### src/rtl/lsu_mem_master.sv
// Multicycle load/store unit: one word-wide bus request per op, byte-lane steering and load extension.
// Define LSU_TIMEOUT_EN to enable the BUS-state wait timeout (exc_bus).
module lsu_mem_master #(
   parameter int unsigned TIMEOUT = 16
) (
   input  logic        clk,
   input  logic        rst,
   input  logic        op_valid,
   output logic        op_ready,
   input  logic        op_wr,
   input  logic [3:0]  op_ctrl,
   input  logic [31:0] op_addr,
   input  logic [31:0] op_wdata,
   output logic        done,
   output logic [31:0] ld_data,
   output logic        exc_adel,
   output logic        exc_ades,
   output logic        exc_bus,
   output logic        mem_req,
   output logic        mem_we,
   output logic [31:0] mem_addr,
   output logic [3:0]  mem_be,
   output logic [31:0] mem_wdata,
   input  logic [31:0] mem_rdata,
   input  logic        mem_ack
);

   localparam logic [3:0] MEM_LB  = 4'h0;
   localparam logic [3:0] MEM_LH  = 4'h1;
   localparam logic [3:0] MEM_LW  = 4'h2;
   localparam logic [3:0] MEM_LBU = 4'h4;
   localparam logic [3:0] MEM_LHU = 4'h5;
   localparam logic [3:0] MEM_SB  = 4'h8;
   localparam logic [3:0] MEM_SH  = 4'h9;
   localparam logic [3:0] MEM_SW  = 4'hA;

   // The wait counter is 8 bits wide, so TIMEOUT must lie in 1..256.
   if (TIMEOUT < 1 || TIMEOUT > 256) begin : g_timeout_range
      $error("lsu_mem_master: TIMEOUT out of range");
   end

   typedef enum logic [1:0] {S_IDLE, S_BUS, S_DONE} state_t;
   typedef enum logic [1:0] {SZ_BYTE, SZ_HALF, SZ_WORD} size_t;

   state_t      state;
   size_t       size_q;
   logic        sign_q;
   logic        wr_q;
   logic [1:0]  lane_q;

   logic        dec_known;
   logic        dec_load;
   logic        dec_sign;
   size_t       dec_size;
   logic        dec_ok;
   logic        dec_misal;
   logic [3:0]  dec_be;
   logic [31:0] dec_wdata;

   logic [7:0]  rd_byte;
   logic [15:0] rd_half;
   logic [31:0] ld_ext;

   always_comb begin
      dec_known = 1'b1;
      dec_load  = 1'b0;
      dec_sign  = 1'b0;
      dec_size  = SZ_WORD;
      case (op_ctrl)
         MEM_LB:  begin dec_load = 1'b1; dec_sign = 1'b1; dec_size = SZ_BYTE; end
         MEM_LBU: begin dec_load = 1'b1; dec_size = SZ_BYTE; end
         MEM_LH:  begin dec_load = 1'b1; dec_sign = 1'b1; dec_size = SZ_HALF; end
         MEM_LHU: begin dec_load = 1'b1; dec_size = SZ_HALF; end
         MEM_LW:  begin dec_load = 1'b1; dec_size = SZ_WORD; end
         MEM_SB:  dec_size = SZ_BYTE;
         MEM_SH:  dec_size = SZ_HALF;
         MEM_SW:  dec_size = SZ_WORD;
         default: dec_known = 1'b0;
      endcase
      // An op whose encoded direction disagrees with op_wr is treated like an unknown op.
      dec_ok    = dec_known && (dec_load != op_wr);
      dec_misal = ((dec_size == SZ_HALF) && op_addr[0]) ||
                  ((dec_size == SZ_WORD) && (op_addr[1:0] != 2'b00));
      case (dec_size)
         SZ_BYTE: begin
            dec_be    = 4'b0001 << op_addr[1:0];
            dec_wdata = {4{op_wdata[7:0]}};
         end
         SZ_HALF: begin
            dec_be    = op_addr[1] ? 4'b1100 : 4'b0011;
            dec_wdata = {2{op_wdata[15:0]}};
         end
         default: begin
            dec_be    = 4'b1111;
            dec_wdata = op_wdata;
         end
      endcase
   end

   always_comb begin
      rd_byte = mem_rdata[{lane_q, 3'b000} +: 8];
      rd_half = mem_rdata[{lane_q[1], 4'b0000} +: 16];
      case (size_q)
         SZ_BYTE: ld_ext = {{24{sign_q & rd_byte[7]}}, rd_byte};
         SZ_HALF: ld_ext = {{16{sign_q & rd_half[15]}}, rd_half};
         default: ld_ext = mem_rdata;
      endcase
   end

`ifdef LSU_TIMEOUT_EN
   localparam logic [7:0] WAIT_LAST = 8'(TIMEOUT - 1);
   logic [7:0] wait_cnt;
`else
   assign exc_bus = 1'b0;
`endif

   always_ff @(posedge clk or posedge rst) begin
      if (rst) begin
         state     <= S_IDLE;
         op_ready  <= 1'b1;
         done      <= 1'b0;
         ld_data   <= '0;
         exc_adel  <= 1'b0;
         exc_ades  <= 1'b0;
         mem_req   <= 1'b0;
         mem_we    <= 1'b0;
         mem_addr  <= '0;
         mem_be    <= '0;
         mem_wdata <= '0;
         size_q    <= SZ_WORD;
         sign_q    <= 1'b0;
         wr_q      <= 1'b0;
         lane_q    <= '0;
`ifdef LSU_TIMEOUT_EN
         exc_bus   <= 1'b0;
         wait_cnt  <= '0;
`endif
      end else begin
         done     <= 1'b0;
         exc_adel <= 1'b0;
         exc_ades <= 1'b0;
`ifdef LSU_TIMEOUT_EN
         exc_bus  <= 1'b0;
`endif
         case (state)
            S_IDLE: begin
               if (op_valid && op_ready) begin
                  op_ready  <= 1'b0;
                  size_q    <= dec_size;
                  sign_q    <= dec_sign;
                  wr_q      <= op_wr;
                  lane_q    <= op_addr[1:0];
                  mem_we    <= op_wr;
                  mem_addr  <= {op_addr[31:2], 2'b00};
                  mem_be    <= dec_be;
                  mem_wdata <= op_wr ? dec_wdata : '0;
                  if (!dec_ok) begin
                     state   <= S_DONE;
                     done    <= 1'b1;
                     ld_data <= '0;
                  end else if (dec_misal) begin
                     state    <= S_DONE;
                     done     <= 1'b1;
                     ld_data  <= '0;
                     exc_adel <= !op_wr;
                     exc_ades <= op_wr;
                  end else begin
                     state   <= S_BUS;
                     mem_req <= 1'b1;
`ifdef LSU_TIMEOUT_EN
                     wait_cnt <= '0;
`endif
                  end
               end
            end
            S_BUS: begin
               if (mem_ack) begin
                  mem_req <= 1'b0;
                  state   <= S_DONE;
                  done    <= 1'b1;
                  ld_data <= wr_q ? '0 : ld_ext;
               end
`ifdef LSU_TIMEOUT_EN
               else if (wait_cnt == WAIT_LAST) begin
                  mem_req <= 1'b0;
                  state   <= S_DONE;
                  done    <= 1'b1;
                  exc_bus <= 1'b1;
                  ld_data <= '0;
               end else begin
                  wait_cnt <= wait_cnt + 8'd1;
               end
`endif
            end
            S_DONE: begin
               state    <= S_IDLE;
               op_ready <= 1'b1;
            end
            default: begin
               state    <= S_IDLE;
               op_ready <= 1'b1;
               mem_req  <= 1'b0;
            end
         endcase
      end
   end

endmodule
### config.mk
export PLATFORM = sky130hd
export DESIGN_NAME = lsu_mem_master
export DESIGN_NICKNAME = d
export VERILOG_FILES = /design/src/rtl/lsu_mem_master.sv
export SDC_FILE = /design/constraint.sdc
export NUM_CORES = 1
export LEC_CHECK = 0
export ABC_CLOCK_PERIOD_IN_PS = 3400
export BUFFER_PORTS_ARGS = -buffer_cell sky130_fd_sc_hd__buf_2
export CAP_MARGIN = 25
export CORE_MARGIN = 2
export CORE_UTILIZATION = 44
export DETAILED_ROUTE_END_ITERATION = 7
export PLACE_DENSITY = 0.77
export SLEW_MARGIN = 10
export SYNTH_ARGS = -nofsm -noshare
export SYNTH_HDL_FRONTEND = slang
export SYNTH_SLANG_ARGS = --single-unit
### constraint.sdc
create_clock -name clk -period 3.4 [get_ports clk]
set_clock_uncertainty 0.15 [all_clocks]
set_input_delay 0.34 -clock clk [delete_from_list [all_inputs] [get_ports clk]]
set_output_delay 0.34 -clock clk [all_outputs]
set_load 0.05 [all_outputs]
==> results of run 1 <==
cells in the mapped netlist, drive strengths merged, types with 2 or more instances:
cell type / instances
nand2: 197
dfrtp: 109
mux2: 39
o21ai: 31
nor2: 23
buf: 20
clkbuf: 19
mux2i: 18
o31ai: 16
a21oi: 12
inv: 11
nand3: 11
a31oi: 10
nor3: 8
o221ai: 7
nor2b: 4
nand2b: 3
a21boi: 2
a21o: 2
and2: 2
and3: 2
dfstp: 2
nand3b: 2
o21a: 2
o22ai: 2
state kept, by name (all words and copies together) (netlist names), 2 cells and up:
signal	cells
size_q	2
mem_wdata	32
mem_be	4
mem_addr	30
state	2
lane_q	2
ld_data	32
cells by family after synthesis:
family	after synthesis	share of synthesized area (%)
muxes	57	11.83
and+or+nand+nor	258	19.94
buffers and inverters	50	4.663
AOI/OAI and AO/OA	90	11.43
other	1	0.07022
DFF	111	52.06
through the flow:
stage / hold WS [ns] / power, mW / setup WS [ns] / utilization, %
2_1_floorplan: 0.2862 / 1.434 / 1.266 / -
3_3_place_gp: 0.2950 / 1.532 / 0.9937 / 54.14
3_5_place_dp: 0.3019 / 1.533 / 0.9442 / 54.14
4_1_cts: 0.02135 / 2.564 / 1.108 / 56.59
5_1_grt: 0.02391 / 2.645 / 0.8821 / 56.59
6_report: 0.004332 / 2.540 / 1.107 / 56.59
how the worst max path moves through the flow:
stage | start | end | cells after the start
global placement | op_ctrl[2] | ld_data[31] | 7
global route | state[1] | ld_data[20] | 5
floorplan | op_ready | ld_data[28] | 5
CTS | op_ready | ld_data[27] | 5
detailed placement | op_ctrl[2] | ld_data[27] | 7
finish | state[1] | ld_data[19] | 5
worst max-delay path, delay by kind of cell (launching register included):
family           cells  cell delay [ns]
flip-flops           1             0.49
multiplexers         1             0.16
AND/OR/NAND/NOR      4             1.43
layer usage:
layer | global-route usage, % | share of wire (%) | vias up
met5 | 0 | 0 | -
met4 | 9.512 | 2.8 | 0
met3 | 3.917 | 5.8 | 26
met2 | 35.67 | 47 | 161
met1 | 28.10 | 44 | 2174
li1 | - | - | 2286
power by group through the flow:
| stage | Combinational, mW | Sequential [mW] | Clock (mW) |
|---|---|---|---|
| after floorplan | 0.0882 | 1.35 | 0 |
| after global placement | 0.186 | 1.35 | 0 |
| after detailed placement | 0.188 | 1.35 | 0 |
| after CTS | 0.188 | 1.32 | 1.06 |
| after global routing | 0.208 | 1.32 | 1.12 |
| final | 0.187 | 1.32 | 1.03 |
layout make-up:
cell class	instances	area [µm²]	area share [%]
Sequential cell	111	2780	41.25
Multi-Input combinational cell	408	2326	34.51
Timing Repair Buffer	216	1114	16.52
Clock buffer	11	252.7	3.750
Tap cell	147	183.9	2.729
Inverter	11	45.04	0.6683
Clock inverter	5	38.79	0.5755
==> flow_metrics.py, run 1 <==
metrics = {
    "global_routing": {
        "antenna_found_initial": 0,
        "grt.total_usage_pct": 21.66,
        "grt-ovfl-total": 0,
        "grt_pass1_vias": 4579,
        "grt_start_max_net_pins": 48,
        "grt_pass1_wl_um": 22300,
    },
    "power": {
        "clkPwrFrac_pct": 40.7,
        "cellLeakagePower_nw": 3.827,
        "p_per_area_nw_per_um2": 376.9,
        "switching_power_mw": 0.6000,
        "irDropWorstVdd_mv": 0.2033,
        "p_sw_share_pct": 23.62,
        "pwr-share-seq_pct": 51.9,
        "combinationalPowerShare_pct": 7.4,
        "p_int_mw": 1.940,
    },
    "logic_synthesis": {
        "synthDistinctLibCells": 50,
        "syn-cell-area_um2": 5340,
        "ys.flop_type": "dfrtp_1",
        "synth-seq-area-share_pct": 52.06,
        "yosys.area.top_type_share_pct": 51.08,
        "synth_edf_count": 0,
        "async_flop_share_pct": 100.0,
        "syn_area_per_cell_um2": 9.418,
        "syn-instance-count": 567,
        "yosys.area.top_type": "dfrtp_1",
        "synthTopCellsByArea": "dfrtp_1 51%, nand2_1 14%, mux2_2 5.9%, mux2i_1 3.2%, o21ai_0 2.7%",
        "synth_warnings": 0,
        "ys_ff_latch": 111,
    },
    "final_layout": {
        "layout.cells.non_filler": 909,
        "area_growth_pct": 26.22,
        "fillers": 1108,
        "final_common_cell": "buf_2",
        "final_nets": 862,
        "final_layout_size_suffix_gt1_share_pct": 35.96,
        "n_antenna_cell": 0,
        "mostFrequentLayoutCells": "208 x buf_2, 197 x nand2_1, 109 x dfrtp_1",
        "final_cell_area_um2": 6740,
    },
    "clock_tree": {
        "cts_sinks": 111,
        "cts_tree": "built",
        "numCtsBuffers": 9,
        "cts_resized": 0,
        "holdBufCountCts": 0,
        "ctsLongestPathBuffers": 2,
        "clk_pin_slew_worst_paths_ns": 0.07,
        "post-cts-setup-buffers": 0,
        "clockRootBuffer": "clkbuf_16",
        "h-tree-depth": 3,
        "worstSkewPairLatency_ns": 0.34,
    },
    "worst_setup_path": {
        "cp_cell_sequence": "nor3b_4 -> and2_1 -> nand2_1 -> nand2_1 -> mux2_2",
        "rr_worst_depth": 5,
        "worstPathArrival_ns": 2.42,
        "slowest_stage": "nor3b_4",
        "ff2ff_setup_slack_ns": 1.11,
        "path_max_fanout": 18,
        "critPathMaxStageDelay_ns": 0.63,
        "r2r-start": "state[1]",
        "worstSetupEndpointType": "flip-flop",
        "critPathRequiredTime_ns": 3.53,
        "critPathKind": "flip-flop to flip-flop",
        "cp-start-kind": "flip-flop",
        "reg2reg_to": "ld_data[19]",
        "cpMostUsedCell": "nand2_1",
    },
    "routing": {
        "post_drt_wl_per_cell_um": 15.36,
        "drt-initial-drc-count": 327,
        "drtPass1Iterations": 4,
        "ant_nets": 0,
        "num_vias": 4647,
        "drc": 0,
        "viasPerCell": 5.112,
        "wirelength_um": 13970,
    },
    "placement": {
        "place.detailed.hpwl_um": 10290,
        "placed_area_um2": 6449,
        "dp.cells": 893,
        "gp_congestion": 0.8752,
        "port_buffers": 208,
    },
    "sta": {
        "layout_min_cycle_time_ns": 2.293,
        "hold_viol": 0,
        "slew_violations": 0,
        "rsz0062_at_grt": "false",
        "setup_viol_count_final": 0,
        "min_period_over_period_pct": 67.43,
        "fmax_mhz": 436.2,
        "tightest_slew_ns": 0.8537,
        "slew_headroom_pct": 42.97,
        "fin_setup_tns_ns": 0,
    },
    "run_status": {
        "status": "complete, no violations",
    },
    "floorplanning": {
        "ios": 212,
        "rows": 40,
        "die_w_um": 114.2,
        "coreArea_um2": 11910,
        "die_h_um": 114.2,
        "dieArea_um2": 13030,
        "start_util_pct": 44.83,
    },
    "flow_run": {
        "maxCapViolations": 0,
    },
    "worst_hold_path": {
        "holdCritPathClass": "input pin to async pin",
    },
}
Power figures use the tool's default switching activity.
==> run 2: changes to the inputs <==
--- a/config.mk
+++ b/config.mk
@@ -5,13 +5,13 @@
 export SDC_FILE = /design/constraint.sdc
 export NUM_CORES = 1
 export LEC_CHECK = 0
-export ABC_CLOCK_PERIOD_IN_PS = 3400
+export ABC_CLOCK_PERIOD_IN_PS = 2150
 export BUFFER_PORTS_ARGS = -buffer_cell sky130_fd_sc_hd__buf_2
 export CAP_MARGIN = 25
 export CORE_MARGIN = 2
-export CORE_UTILIZATION = 44
+export CORE_UTILIZATION = 48
 export DETAILED_ROUTE_END_ITERATION = 7
-export PLACE_DENSITY = 0.77
+export PLACE_DENSITY = 0.8
 export SLEW_MARGIN = 10
 export SYNTH_ARGS = -nofsm -noshare
 export SYNTH_HDL_FRONTEND = slang
==> constraint.sdc (replaced) <==
create_clock -name clk -period 2.15 [get_ports clk]
set_clock_uncertainty 0.15 [all_clocks]
set_input_delay 0.215 -clock clk [delete_from_list [all_inputs] [get_ports clk]]
set_output_delay 0.215 -clock clk [all_outputs]
set_load 0.05 [all_outputs]
==> flow_metrics.py, run 2 (synthesis results as in run 1) <==
metrics = {
    "routing": {
        "wirelength_um": 16430,
        "ant_nets": 0,
        "post_drt_wl_per_cell_um": 16.81,
        "viasPerCell": 5.338,
        "drtPass1Iterations": 5,
        "drt-initial-drc-count": 372,
        "num_vias": 5215,
        "drc": 0,
    },
    "placement": {
        "gp_congestion": 0.8719,
        "place.detailed.hpwl_um": 10890,
        "place_ws_ns": 0.06022,
        "placed_area_um2": 6581,
        "port_buffers": 208,
    },
    "floorplanning": {
        "ios": 212,
        "coreArea_um2": 10840,
        "start_util_pct": 49.26,
        "rows": 38,
        "die_h_um": 109.5,
        "die_w_um": 109.5,
        "dieArea_um2": 11980,
    },
    "worst_setup_path": {
        "r2r-start": "op_ready",
        "slowest_stage": "dfstp_2",
        "worstSetupEndpointType": "flip-flop",
        "critical-path-top-delay-family": "flip-flops",
        "cp_cell_sequence": "nand3b_1 -> buf_4 -> or2_2 -> buf_12 -> o31ai_1",
        "cp-start-kind": "flip-flop",
        "critical_path_depth": 5,
        "critPathMaxStageDelay_ns": 0.56,
        "cp-startpoint": "op_ready",
        "critPathKind": "flip-flop to flip-flop",
        "path_buf_inv": 2,
        "rr_worst_depth": 5,
        "path_max_fanout": 52,
        "crit_end": "mem_wdata[14]",
        "ff2ff_setup_slack_ns": 0.07,
        "reg2reg_to": "mem_wdata[14]",
        "critPathRequiredTime_ns": 2.25,
        "worstPathArrival_ns": 2.18,
    },
    "sta": {
        "slew_violations": 0,
        "hold_viol": 0,
        "slew_headroom_pct": 62.90,
        "hold_slack_ns": 0.01273,
        "fin_setup_tns_ns": 0,
        "fmax_mhz": 480.4,
        "layout_min_cycle_time_ns": 2.082,
        "min_period_over_period_pct": 96.82,
        "tightest_slew_ns": 0.5565,
        "setup_viol_count_final": 0,
        "setup_slack_ns": 0.06834,
        "rsz0062_at_grt": "false",
    },
    "final_layout": {
        "area_growth_pct": 39.74,
        "top_regs": "ld_data x32, mem_wdata x32, mem_addr x30",
        "final_cell_area_um2": 7462,
        "n_antenna_cell": 0,
        "final_nets": 937,
        "final_common_cell": "buf_2",
        "fillers": 812,
        "final_layout_size_suffix_gt1_share_pct": 34.17,
        "mostFrequentLayoutCells": "208 x buf_2, 197 x nand2_1, 109 x dfrtp_1",
    },
    "clock_tree": {
        "ctsLongestPathBuffers": 2,
        "clk_pin_slew_worst_paths_ns": 0.12,
        "h-tree-depth": 3,
        "cts_tree": "built",
        "cts_sinks": 111,
        "numCtsBuffers": 9,
        "worstSkewPairLatency_ns": 0.36,
        "clockRootBuffer": "clkbuf_8",
    },
    "power": {
        "irDropWorstVdd_mv": 0.4072,
        "p_per_area_nw_per_um2": 521.6,
        "total_power_mw": 3.892,
        "cellLeakagePower_nw": 4.133,
    },
    "global_routing": {
        "grt.total_usage_pct": 28.04,
        "antenna_found_initial": 0,
        "grt_pass1_vias": 5279,
        "grt_start_max_net_pins": 53,
        "grt_pass1_wl_um": 26050,
        "grt-ovfl-total": 0,
    },
    "worst_hold_path": {
        "holdCritPathClass": "input pin to flip-flop",
        "min-delay-start": "op_addr[1]",
    },
    "flow_run": {
        "maxCapViolations": 0,
    },
    "run_status": {
        "status": "complete, no violations",
    },
}
==> run 2: cell count changes in the layout (fill, tap and decap cells not counted), sizes merged <==
| cell | change |
|---|---|
| dlygate4sd3 | +64 |
| buf | +11 |
| bufinv | +2 |
| clkbuf | -2 |
| clkinvlp | +2 |
| inv | -2 |
==> run 2: how the worst min path moves through the flow <==
| stage | slack [ns] | depth (start not counted) | end |
|---|---|---|---|
| after global routing | 0.03 | 3 | lane_q[1] |
| after global placement | 0.11 | 2 | mem_wdata[27] |
| after floorplan | 0.16 | 1 | sign_q |
| final | 0.01 | 3 | mem_be[3] |
| after CTS | 0.0002 | 3 | size_q[0] |
| after detailed placement | 0.12 | 2 | mem_wdata[27] |
==> run 2: what timing repair did <==
| item | CTS | global route |
|---|---|---|
| endpoints found under the setup margin | 0 | 16 |
| buffers inserted | 0 | 1 |
| gates resized for setup | 0 | 0 |
| endpoints found under the hold margin | 78 | 1 |
| hold buffers | 63 | 1 |
==> run 2: worst reg2reg max path, delay by kind of cell, from the launching register on <==
family	cells	cell delay, ns
AOI/OAI and AO/OA	1	0.37
DFF	1	0.56
buffers and inverters	2	0.39
and+or+nand+nor	2	0.49
==> run 2: final cells by class <==
class	count	area [µm²]	area share (%)
clock buffers	9	123.9	1.660
clock inverters	7	96.34	1.291
repair buffers	291	1912	25.62
multi-input cells	408	2330	31.22
inverters	11	45.04	0.6036
flip-flops and latches	111	2780	37.26
well taps	140	175.2	2.347
==> run 2: through the flow <==
| step | utilization (%) | instances |
|---|---|---|
| 2_1_floorplan | - | 569 |
| 3_3_place_gp | 60.71 | 896 |
| 3_5_place_dp | 60.71 | 896 |
| 4_1_cts | 68.56 | 975 |
| 5_1_grt | 68.84 | 977 |
| 6_report | 68.84 | 977 |
==> run 2: routing by layer <==
layer / vias up / GRT usage (%) / share of wire, %
li1: 2428 / - / -
met1: 2454 / 35.10 / 39
met2: 270 / 46.21 / 49
met3: 63 / 5.335 / 7.6
met4: 0 / 14.56 / 4.3
met5: - / 0 / 0
==> run 2: where the power goes <==
part | internal [mW] | leakage, nW | total (mW) | switching [mW]
registers | 2.09 | 1.50 | 2.09 | 0
logic | 0.207 | 2.53 | 0.412 | 0.205
clock network | 0.659 | 0.102 | 1.39 | 0.735
